[src/rtl/reloj_pkg.sv]
// rtl/reloj_pkg.sv - shared modo encodings for the clock front panel
package reloj_pkg;

    localparam logic [1:0] MODO_HORA = 2'b00;
    localparam logic [1:0] MODO_AJH  = 2'b01;
    localparam logic [1:0] MODO_AJA  = 2'b10;

    // MODE button walks HORA -> AJ_HORA -> AJ_ALARMA -> HORA; 11 folds back to HORA
    function automatic logic [1:0] modo_next(input logic [1:0] m);
        case (m)
            MODO_HORA: modo_next = MODO_AJH;
            MODO_AJH:  modo_next = MODO_AJA;
            default:   modo_next = MODO_HORA;
        endcase
    endfunction

endpackage

[src/rtl/reloj_btn_sync.sv]
// rtl/reloj_btn_sync.sv - two-flop button synchronizer with rising-edge press pulse
module reloj_btn_sync (
    input  logic clk,
    input  logic rst,
    input  logic pin,
    output logic level,
    output logic press
);

    logic s1;
    logic s2;
    logic s3;

    // s1/s2 resynchronize the pin, s3 remembers the previous synchronized level
    always_ff @(posedge clk or posedge rst) begin
        if (rst) begin
            s1 <= 1'b0;
            s2 <= 1'b0;
            s3 <= 1'b0;
        end else begin
            s1 <= pin;
            s2 <= s1;
            s3 <= s2;
        end
    end

    assign level = s2;
    assign press = s2 & ~s3;

endmodule

[src/rtl/reloj_mode_sequencer.sv]
// rtl/reloj_mode_sequencer.sv - front-panel mode FSM with auto-repeat and adjust timeout
import reloj_pkg::*;

module reloj_mode_sequencer #(
    parameter int REPEAT_DELAY = 500,
    parameter int REPEAT_RATE  = 100,
    parameter int TIMEOUT_S    = 30
) (
    input  logic       CLK,
    input  logic       RST,
    input  logic       TICK_MS,
    input  logic       TICK_S,
    input  logic       BTN_MODE,
    input  logic       BTN_SEL,
    input  logic       BTN_INC,
    output logic [1:0] modo,
    output logic       AJH,
    output logic       AJA,
    output logic       AUM,
    output logic       AUH,
    output logic       FIELD
);

    localparam int HW = $clog2(REPEAT_DELAY + 1);
    localparam int TW = $clog2(TIMEOUT_S + 1);

    localparam logic [HW-1:0] HOLD_LAST   = HW'(REPEAT_DELAY - 1);
    localparam logic [HW-1:0] HOLD_RELOAD = HW'(REPEAT_DELAY - REPEAT_RATE);
    localparam logic [HW-1:0] HOLD_SAT    = HW'(REPEAT_DELAY);
    localparam logic [TW-1:0] TO_LAST     = TW'(TIMEOUT_S - 1);
    localparam logic [TW-1:0] TO_SAT      = TW'(TIMEOUT_S);

    logic mode_level, mode_press;
    logic sel_level,  sel_press;
    logic inc_level,  inc_press;

    reloj_btn_sync u_sync_mode (.clk(CLK), .rst(RST), .pin(BTN_MODE), .level(mode_level), .press(mode_press));
    reloj_btn_sync u_sync_sel  (.clk(CLK), .rst(RST), .pin(BTN_SEL),  .level(sel_level),  .press(sel_press));
    reloj_btn_sync u_sync_inc  (.clk(CLK), .rst(RST), .pin(BTN_INC),  .level(inc_level),  .press(inc_press));

    logic [HW-1:0] hold_cnt;
    logic [TW-1:0] to_cnt;

    logic       in_adj;
    logic       hold_hit;
    logic       timeout_hit;
    logic       mode_change;
    logic       sel_take;
    logic       inc_take;
    logic [1:0] modo_nxt;

    // Event arbitration: MODE beats timeout beats SEL beats INC; losers are dropped
    always_comb begin
        in_adj      = (modo != MODO_HORA);
        hold_hit    = in_adj & inc_level & TICK_MS & (hold_cnt == HOLD_LAST);
        timeout_hit = in_adj & ~mode_press & ~inc_level & TICK_S & (to_cnt == TO_LAST);
        mode_change = mode_press | timeout_hit;
        sel_take    = in_adj & ~mode_change & sel_press;
        inc_take    = in_adj & ~mode_change & ~sel_press & (inc_press | hold_hit);
        modo_nxt    = modo;
        if (mode_press) begin
            modo_nxt = modo_next(modo);
        end else if (timeout_hit) begin
            modo_nxt = MODO_HORA;
        end
    end

    // Mode register with registered AJH/AJA decodes
    always_ff @(posedge CLK or posedge RST) begin
        if (RST) begin
            modo <= MODO_HORA;
            AJH  <= 1'b0;
            AJA  <= 1'b0;
        end else begin
            modo <= modo_nxt;
            AJH  <= (modo_nxt == MODO_AJH);
            AJA  <= (modo_nxt == MODO_AJA);
        end
    end

    // Field select: toggled by SEL in adjust modes, cleared on any mode change
    always_ff @(posedge CLK or posedge RST) begin
        if (RST) begin
            FIELD <= 1'b0;
        end else if (mode_change) begin
            FIELD <= 1'b0;
        end else if (sel_take) begin
            FIELD <= ~FIELD;
        end
    end

    // Increment strobes steered by the current field; mutually exclusive by construction
    always_ff @(posedge CLK or posedge RST) begin
        if (RST) begin
            AUM <= 1'b0;
            AUH <= 1'b0;
        end else begin
            AUM <= inc_take & ~FIELD;
            AUH <= inc_take & FIELD;
        end
    end

    // Hold counter: after the first repeat it reloads so the next hit lands REPEAT_RATE ticks later
    always_ff @(posedge CLK or posedge RST) begin
        if (RST) begin
            hold_cnt <= '0;
        end else if (mode_change || !in_adj || !inc_level) begin
            hold_cnt <= '0;
        end else if (TICK_MS) begin
            if (hold_cnt == HOLD_LAST) begin
                hold_cnt <= HOLD_RELOAD;
            end else if (hold_cnt != HOLD_SAT) begin
                hold_cnt <= hold_cnt + HW'(1);
            end
        end
    end

    // Inactivity counter: any press or a held INC keeps the adjust mode alive
    always_ff @(posedge CLK or posedge RST) begin
        if (RST) begin
            to_cnt <= '0;
        end else if (mode_change || !in_adj || mode_press || sel_press || inc_press || inc_level) begin
            to_cnt <= '0;
        end else if (TICK_S && (to_cnt != TO_SAT)) begin
            to_cnt <= to_cnt + TW'(1);
        end
    end

endmodule

[config.mk]
export PLATFORM = sky130hd
export DESIGN_NAME = reloj_mode_sequencer
export DESIGN_NICKNAME = d
export VERILOG_FILES = /design/src/rtl/reloj_pkg.sv /design/src/rtl/reloj_btn_sync.sv /design/src/rtl/reloj_mode_sequencer.sv
export SDC_FILE = /design/constraint.sdc
export NUM_CORES = 1
export LEC_CHECK = 0
export CAP_MARGIN = 20
export CORE_MARGIN = 2
export CORE_UTILIZATION = 40
export CTS_BUF_LIST = sky130_fd_sc_hd__clkbuf_16
export CTS_CLUSTER_DIAMETER = 80
export CTS_CLUSTER_SIZE = 28
export DETAILED_ROUTE_END_ITERATION = 12
export DONT_BUFFER_PORTS = 1
export GPL_ROUTABILITY_DRIVEN = 0
export HOLD_SLACK_MARGIN = 0.1
export SLEW_MARGIN = 30
export SYNTH_ARGS = -nofsm -noshare
export SYNTH_HDL_FRONTEND = slang
export SYNTH_SLANG_ARGS = --single-unit
export TNS_END_PERCENT = 1
[constraint.sdc]
create_clock -name CLK -period 3.64 [get_ports CLK]
set_input_delay 0.546 -clock CLK [delete_from_list [all_inputs] [get_ports CLK]]
set_output_delay 0.546 -clock CLK [all_outputs]
set_load 0.005 [all_outputs]
==> results of run 1 <==
where the power goes:
group          internal [mW]  switching (mW)
Combinational         0.0221          0.0374
Clock                  0.246           0.131
Sequential             0.355          0.0223
per-layer routing:
layer / track usage [%] / vias up
li1: - / 485
met1: 16.6 / 496
met2: 23.3 / 19
met3: 6.43 / 7
met4: 7.78 / 0
met5: 0 / -
per-stage QoR:
stage	power [mW]	cells	utilization (%)
floorplan	0.424	130	-
global placement	0.441	176	43.7
detailed placement	0.444	176	43.7
CTS	0.827	184	47.8
global route	0.853	184	47.8
finish	0.814	184	47.8
worst reg2reg max path, cell delays in order, from the launching register on:
cell	delay (ns)
dfrtp_1	0.45
inv_1	0.07
ha_1	0.20
nand4_1	0.16
o211ai_1	0.23
or4_1	0.46
nand2_1	0.09
area by class of cell:
cell class	count	share of cell area [%]
flip-flops and latches	30	47.1
multi-input cells	92	38.6
clock buffers	5	7.84
well taps	46	3.61
inverters	7	1.65
clock inverters	3	0.784
repair buffers	1	0.471
flip-flops by register name, indices dropped and copies added (netlist names):
| signal | cells |
|---|---|
| FIELD | 1 |
| modo | 2 |
| u_sync_inc.s3 | 1 |
| to_cnt | 5 |
| AUM | 1 |
| u_sync_inc.s1 | 1 |
| u_sync_inc.level | 1 |
| u_sync_sel.level | 1 |
| u_sync_mode.level | 1 |
| AUH | 1 |
| u_sync_mode.s1 | 1 |
| AJA | 1 |
| AJH | 1 |
| u_sync_sel.s1 | 1 |
| hold_cnt | 9 |
| u_sync_sel.s3 | 1 |
| u_sync_mode.s3 | 1 |
worst paths after layout:
kind	from	to	slack [ns]
max	hold_cnt[0]	hold_cnt[4]	1.92
min	RST	to_cnt[2]	0.27
max reg2reg	hold_cnt[0]	hold_cnt[4]	1.92
min reg2reg	u_sync_inc.s1	u_sync_inc.level	0.35
max in group asynchronous	RST	hold_cnt[7]	2.73
min in group CLK	BTN_INC	u_sync_inc.s1	0.30
cell usage after synthesis, drive strengths merged:
cell type and n:
ha 5, nor4b 2, nor4 1, or2 1, dfrtp 30, o211ai 3, a31o 1, o31ai 4
nor3 1, a21oi 8, xnor2 2, nand4 3, a211oi 1, xor2 1, a311oi 2, or4 3
and3 3, inv 7, and4b 1, o21ai 3, nand3 9, o22ai 3, nor2b 1, mux2i 1
and2 1, clkbuf 1, nand2b 5, o41ai 1, or3 4, nand2 11, nor2 10, nand4b 1
kinds of logic (layout without fill, tap and decap cells):
logic type      after synthesis  after routing  share of synthesized area (%)
compound gates               26             26                           12.9
xor+xnor                      3              3                           1.88
fa+ha+maj                     5              5                           4.48
buf+inv                       8             16                           2.15
flops                        30             30                           53.8
mux                           1              1                          0.717
simple gates                 57             57                           24.1
==> results.ini, run 1 <==
[run_status]
status = complete, no violations

[timing]
relSlewSlack_pct = 52.9
clock.fmax_mhz = 582
finClkSkew_ns = 0.00440
slew_violations = 0
setup_slack_ns = 1.92
timing.setup.tns_ns = 0
timing.final.crit_share_pct = 47.2
setup_viol = 0
hold_slack_ns = 0.273
finalHoldViolations = 0
period_minus_slack_ns = 1.72
rsz0062_at_grt = false
worst_pin_slew_ns = 0.706

[synthesis]
yosys_warnings = 0
synthCells = 130
syn_area_sq_um = 1400
yosysUniqueCellTypes = 35
netlist_top_cells_area = dfrtp_1 (54%), ha_1 (4.5%), nand2_1 (3.0%), a21oi_1 (2.9%), nor2_1 (2.7%)
avgSynthCellArea_sq_um = 10.7
syn_nets = 142
synth_seq_cells = 30
synth.top_cell.area_share_pct = 53.8
yosysTopAreaCell = dfrtp_1
yosysSeqAreaShare_pct = 53.8

[run]
maxCapViolations = 0

[floorplan]
die_x_um = 63.1
core-area_sq_um = 3340
die_h_um = 63.1
ios = 14
start_util_pct = 41.8
dieArea_sq_um = 3980
rows = 21

[route]
first_pass_iters = 4
wl_met2_mm = 1.25
met1_length_mm = 1.08
vias_per_cell = 5.47
route.detailed.drc = 0
dr_total_vias = 1007
drt-initial-drc-count = 46
wirelength_mm = 2.53
final_antenna_net_count = 0
top_layer = met4
wl_per_cell_um = 13.7
met3WireLength_um = 142

[hold_path]
hold_class = input port to async pin

[critical_path]
cp_slowest_cell = or4_1
cp_num_buf_inv = 1
max_stage_delay_ns = 0.46
path_cells = inv_1, ha_1, nand4_1, o211ai_1, or4_1, nand2_1
critPathArrivalTime_ns = 1.92
crit_cells = 6
crit_fanout = 6
crit_path_end_kind = register
critical-path-top-delay-family = simple AND/OR/NAND/NOR gates
cp-start-kind = register
crit_required_ns = 3.85
critical_path_class = register to register
r2r_cells = 6

[place]
placed_area_sq_um = 1460
dp_hpwl_mm = 1.87
port_buffers = 0
pre_cts_ws_ns = 1.94

[grt]
gr-total-overflow = 0
antenna_found_initial = 0
grt_max_degree = 20
grt_pass1_vias = 1000
grt_use_total_pct = 14.7
grt_pass1_wl_mm = 4.44

[final_layout]
antenna_cells = 0
multiInputGateArea_sq_um = 616
drive_above_1_share_pct = 10.1
area_growth_syn_to_layout_pct = 14.2
fin_area_sq_um = 1600
finalNetCount = 149
final-seq-area_sq_um = 751
layout_common_cells = dfrtp_1 (30), nand2_1 (11), nor2_1 (10)
fillers = 310
final_common_cell = dfrtp_1

[cts]
numCtsBuffers = 5
tritoncts = yes
clkSlewWorstSetupHoldPaths_ns = 0.05
cts.path.max_buffers = 2
postCtsSetupRepairBufs = 0
cts_sinks = 30
htree_levels = 2
cts_root_buf = clkbuf_16
cts-resized-gates = 0
clk-insertion-delay-late_ns = 0.27
hold_buffers = 0

[power]
ir_drop_v = 0.000335
pwr_density_cell_nw_per_um2 = 510
leakagePower_nw = 0.703

Power figures use the tool's default switching activity.
==> run 2, diff against run 1 <==
clock period = 1.38 ns   (was 3.64 ns; I/O delays follow)
==> results.ini, run 2 (synthesized netlist as in run 1, its figures left out) <==
[route]
final_antenna_net_count = 0  ; unchanged
wirelength_mm = 2.88  ; +14%
drt-initial-drc-count = 25  ; -46%
dr_total_vias = 1120  ; +11%
wl_per_cell_um = 13.8  ; +0.52%
route.detailed.drc = 0  ; unchanged
vias_per_cell = 5.36  ; -2.1%
first_pass_iters = 4  ; unchanged

[grt]
grt_max_degree = 31  ; +55%
gr-total-overflow = 0  ; unchanged
antenna_found_initial = 0  ; unchanged
grt_pass1_vias = 1103  ; +10%
grt_use_total_pct = 16.2  ; +1.6 points
grt_pass1_wl_mm = 4.89  ; +10%

[run]
maxCapViolations = 0  ; unchanged

[place]
port_buffers = 0  ; unchanged
dp_hpwl_mm = 1.93  ; +2.8%
pre_cts_ws_ns = -0.188  ; -2.13 ns

[power]
finalPower_mw = 2.61  ; +220%
ir_drop_v = 0.000920  ; +170%
leakagePower_nw = 0.858  ; +22%
pwr_density_cell_nw_per_um2 = 1370  ; +170%

[cts]
htree_levels = 2  ; unchanged
cts.path.max_buffers = 2  ; unchanged
cts_root_buf = clkbuf_16
numCtsBuffers = 5  ; unchanged
clkSlewWorstSetupHoldPaths_ns = 0.05  ; about the same
cts_sinks = 30  ; unchanged
tritoncts = yes
clk-insertion-delay-late_ns = 0.27  ; about the same

[timing]
worst_pin_slew_ns = 0.405  ; -0.301 ns
period_minus_slack_ns = 1.55  ; -0.166 ns
relSlewSlack_pct = 72.9  ; +20 points
slew_violations = 0  ; unchanged
setup_slack_ns = -0.171  ; -2.09 ns
timing.final.crit_share_pct = 112  ; +65 points
setup_viol = 9  ; +9
timing.setup.tns_ns = -1.18  ; -1.18 ns
rsz0062_at_grt = true
hold_slack_ns = 0.142  ; -0.131 ns
finClkSkew_ns = 0.00441  ; +0.0000112 ns
clock.fmax_mhz = 645  ; +11%
finalHoldViolations = 0  ; unchanged

[run_status]
status = finished, violations left
violations = setup timing

[final_layout]
largestRegisters = hold_cnt (9), to_cnt (5), modo (2)
antenna_cells = 0  ; unchanged
area_growth_syn_to_layout_pct = 36.5
finalNetCount = 174  ; +17%
fillers = 299  ; -3.5%
largest-register = hold_cnt
final_common_cell = dfrtp_1
layout_common_cells = dfrtp_1 (30), buf_4 (20), nand2_1 (11)
drive_above_1_share_pct = 28.2  ; +18 points
final-seq-area_sq_um = 751  ; unchanged
largest_register_ffs = 9  ; unchanged
multiInputGateArea_sq_um = 671  ; +8.9%

[critical_path]
crit_path_end_kind = register
critPathArrivalTime_ns = 1.71  ; -0.21 ns
cp-start-kind = register
crit_required_ns = 1.54  ; -2.31 ns
crit_fanout = 3  ; -3
critical_path_class = register to register

[floorplan]
core-area_sq_um = 3340  ; unchanged
start_util_pct = 41.8  ; unchanged
ios = 14  ; unchanged
die_x_um = 63.1  ; unchanged
die_h_um = 63.1  ; unchanged
dieArea_sq_um = 3980  ; unchanged
rows = 21  ; unchanged

[hold_path]
hold_class = input port to register

==> run 2: timing repair <==
| action | 4_1_cts | 5_1_grt |
|---|---|---|
| pin swaps | 3 | 5 |
| hold endpoints to repair | 34 | 0 |
| setup endpoints to repair | 12 | 21 |
| setup buffers | 1 | 0 |
| gates resized for setup | 1 | 12 |
| hold buffers | 5 | 0 |
==> run 2: layout make-up <==
class | instances | area share [%]
tap | 46 | 3.02
multi-input combinational | 92 | 35.2
inverter | 7 | 1.38
sequential | 30 | 39.4
clock buffer | 5 | 6.57
timing repair buffer | 26 | 11.1
clock inverter | 3 | 3.35
==> run 2: metal layers <==
metal	wire length, um	vias up	part of all wire [%]	track usage [%]
met1	1270	559	44	18.0
met5	0	-	0	0
met4	55	0	1.9	8.33
li1	-	541	-	-
met2	1470	15	51	27.5
met3	92	5	3.2	5.54
==> run 2: final timing paths <==
path | start | to | slack [ns] | depth (start not counted)
max | hold_cnt[1] | hold_cnt[6] | -0.17 | 6
min | TICK_S | to_cnt[1] | 0.14 | 2
max reg2reg | hold_cnt[1] | hold_cnt[6] | -0.17 | 6
min reg2reg | u_sync_mode.s1 | u_sync_mode.level | 0.35 | 0
max in group asynchronous | RST | u_sync_mode.s3 | 0.66 | 3
min in group asynchronous | RST | to_cnt[2] | 0.45 | 3
==> run 2: power breakdown <==
group / internal [mW] / total [mW] / switching (mW)
clock: 1.03 / 1.39 / 0.369
combinational: 0.110 / 0.240 / 0.130
sequential: 0.935 / 0.980 / 0.0442
total: 2.07 / 2.61 / 0.543
==> run 2: stage by stage <==
stage,utilization [%],cell area (sq um),cells
2_1_floorplan,-,1400,130
3_3_place_gp,48.0,1600,195
3_5_place_dp,48.0,1600,195
4_1_cts,55.4,1850,209
5_1_grt,57.1,1910,209
6_report,57.1,1910,209
==> run 2: worst max-delay path: stages, from the launching register on <==
cell,delay (ns)
dfrtp_1,0.36
buf_4,0.12
ha_2,0.19
nand2b_1,0.08
or3_1,0.41
a21oi_1,0.17
o22ai_1,0.10
==> run 3, diff against run 2 <==
CTS_CLUSTER_SIZE = 12   (was 28)
==> results of run 3 <==
Final layout, timing and power as in run 2 (identical DEF).
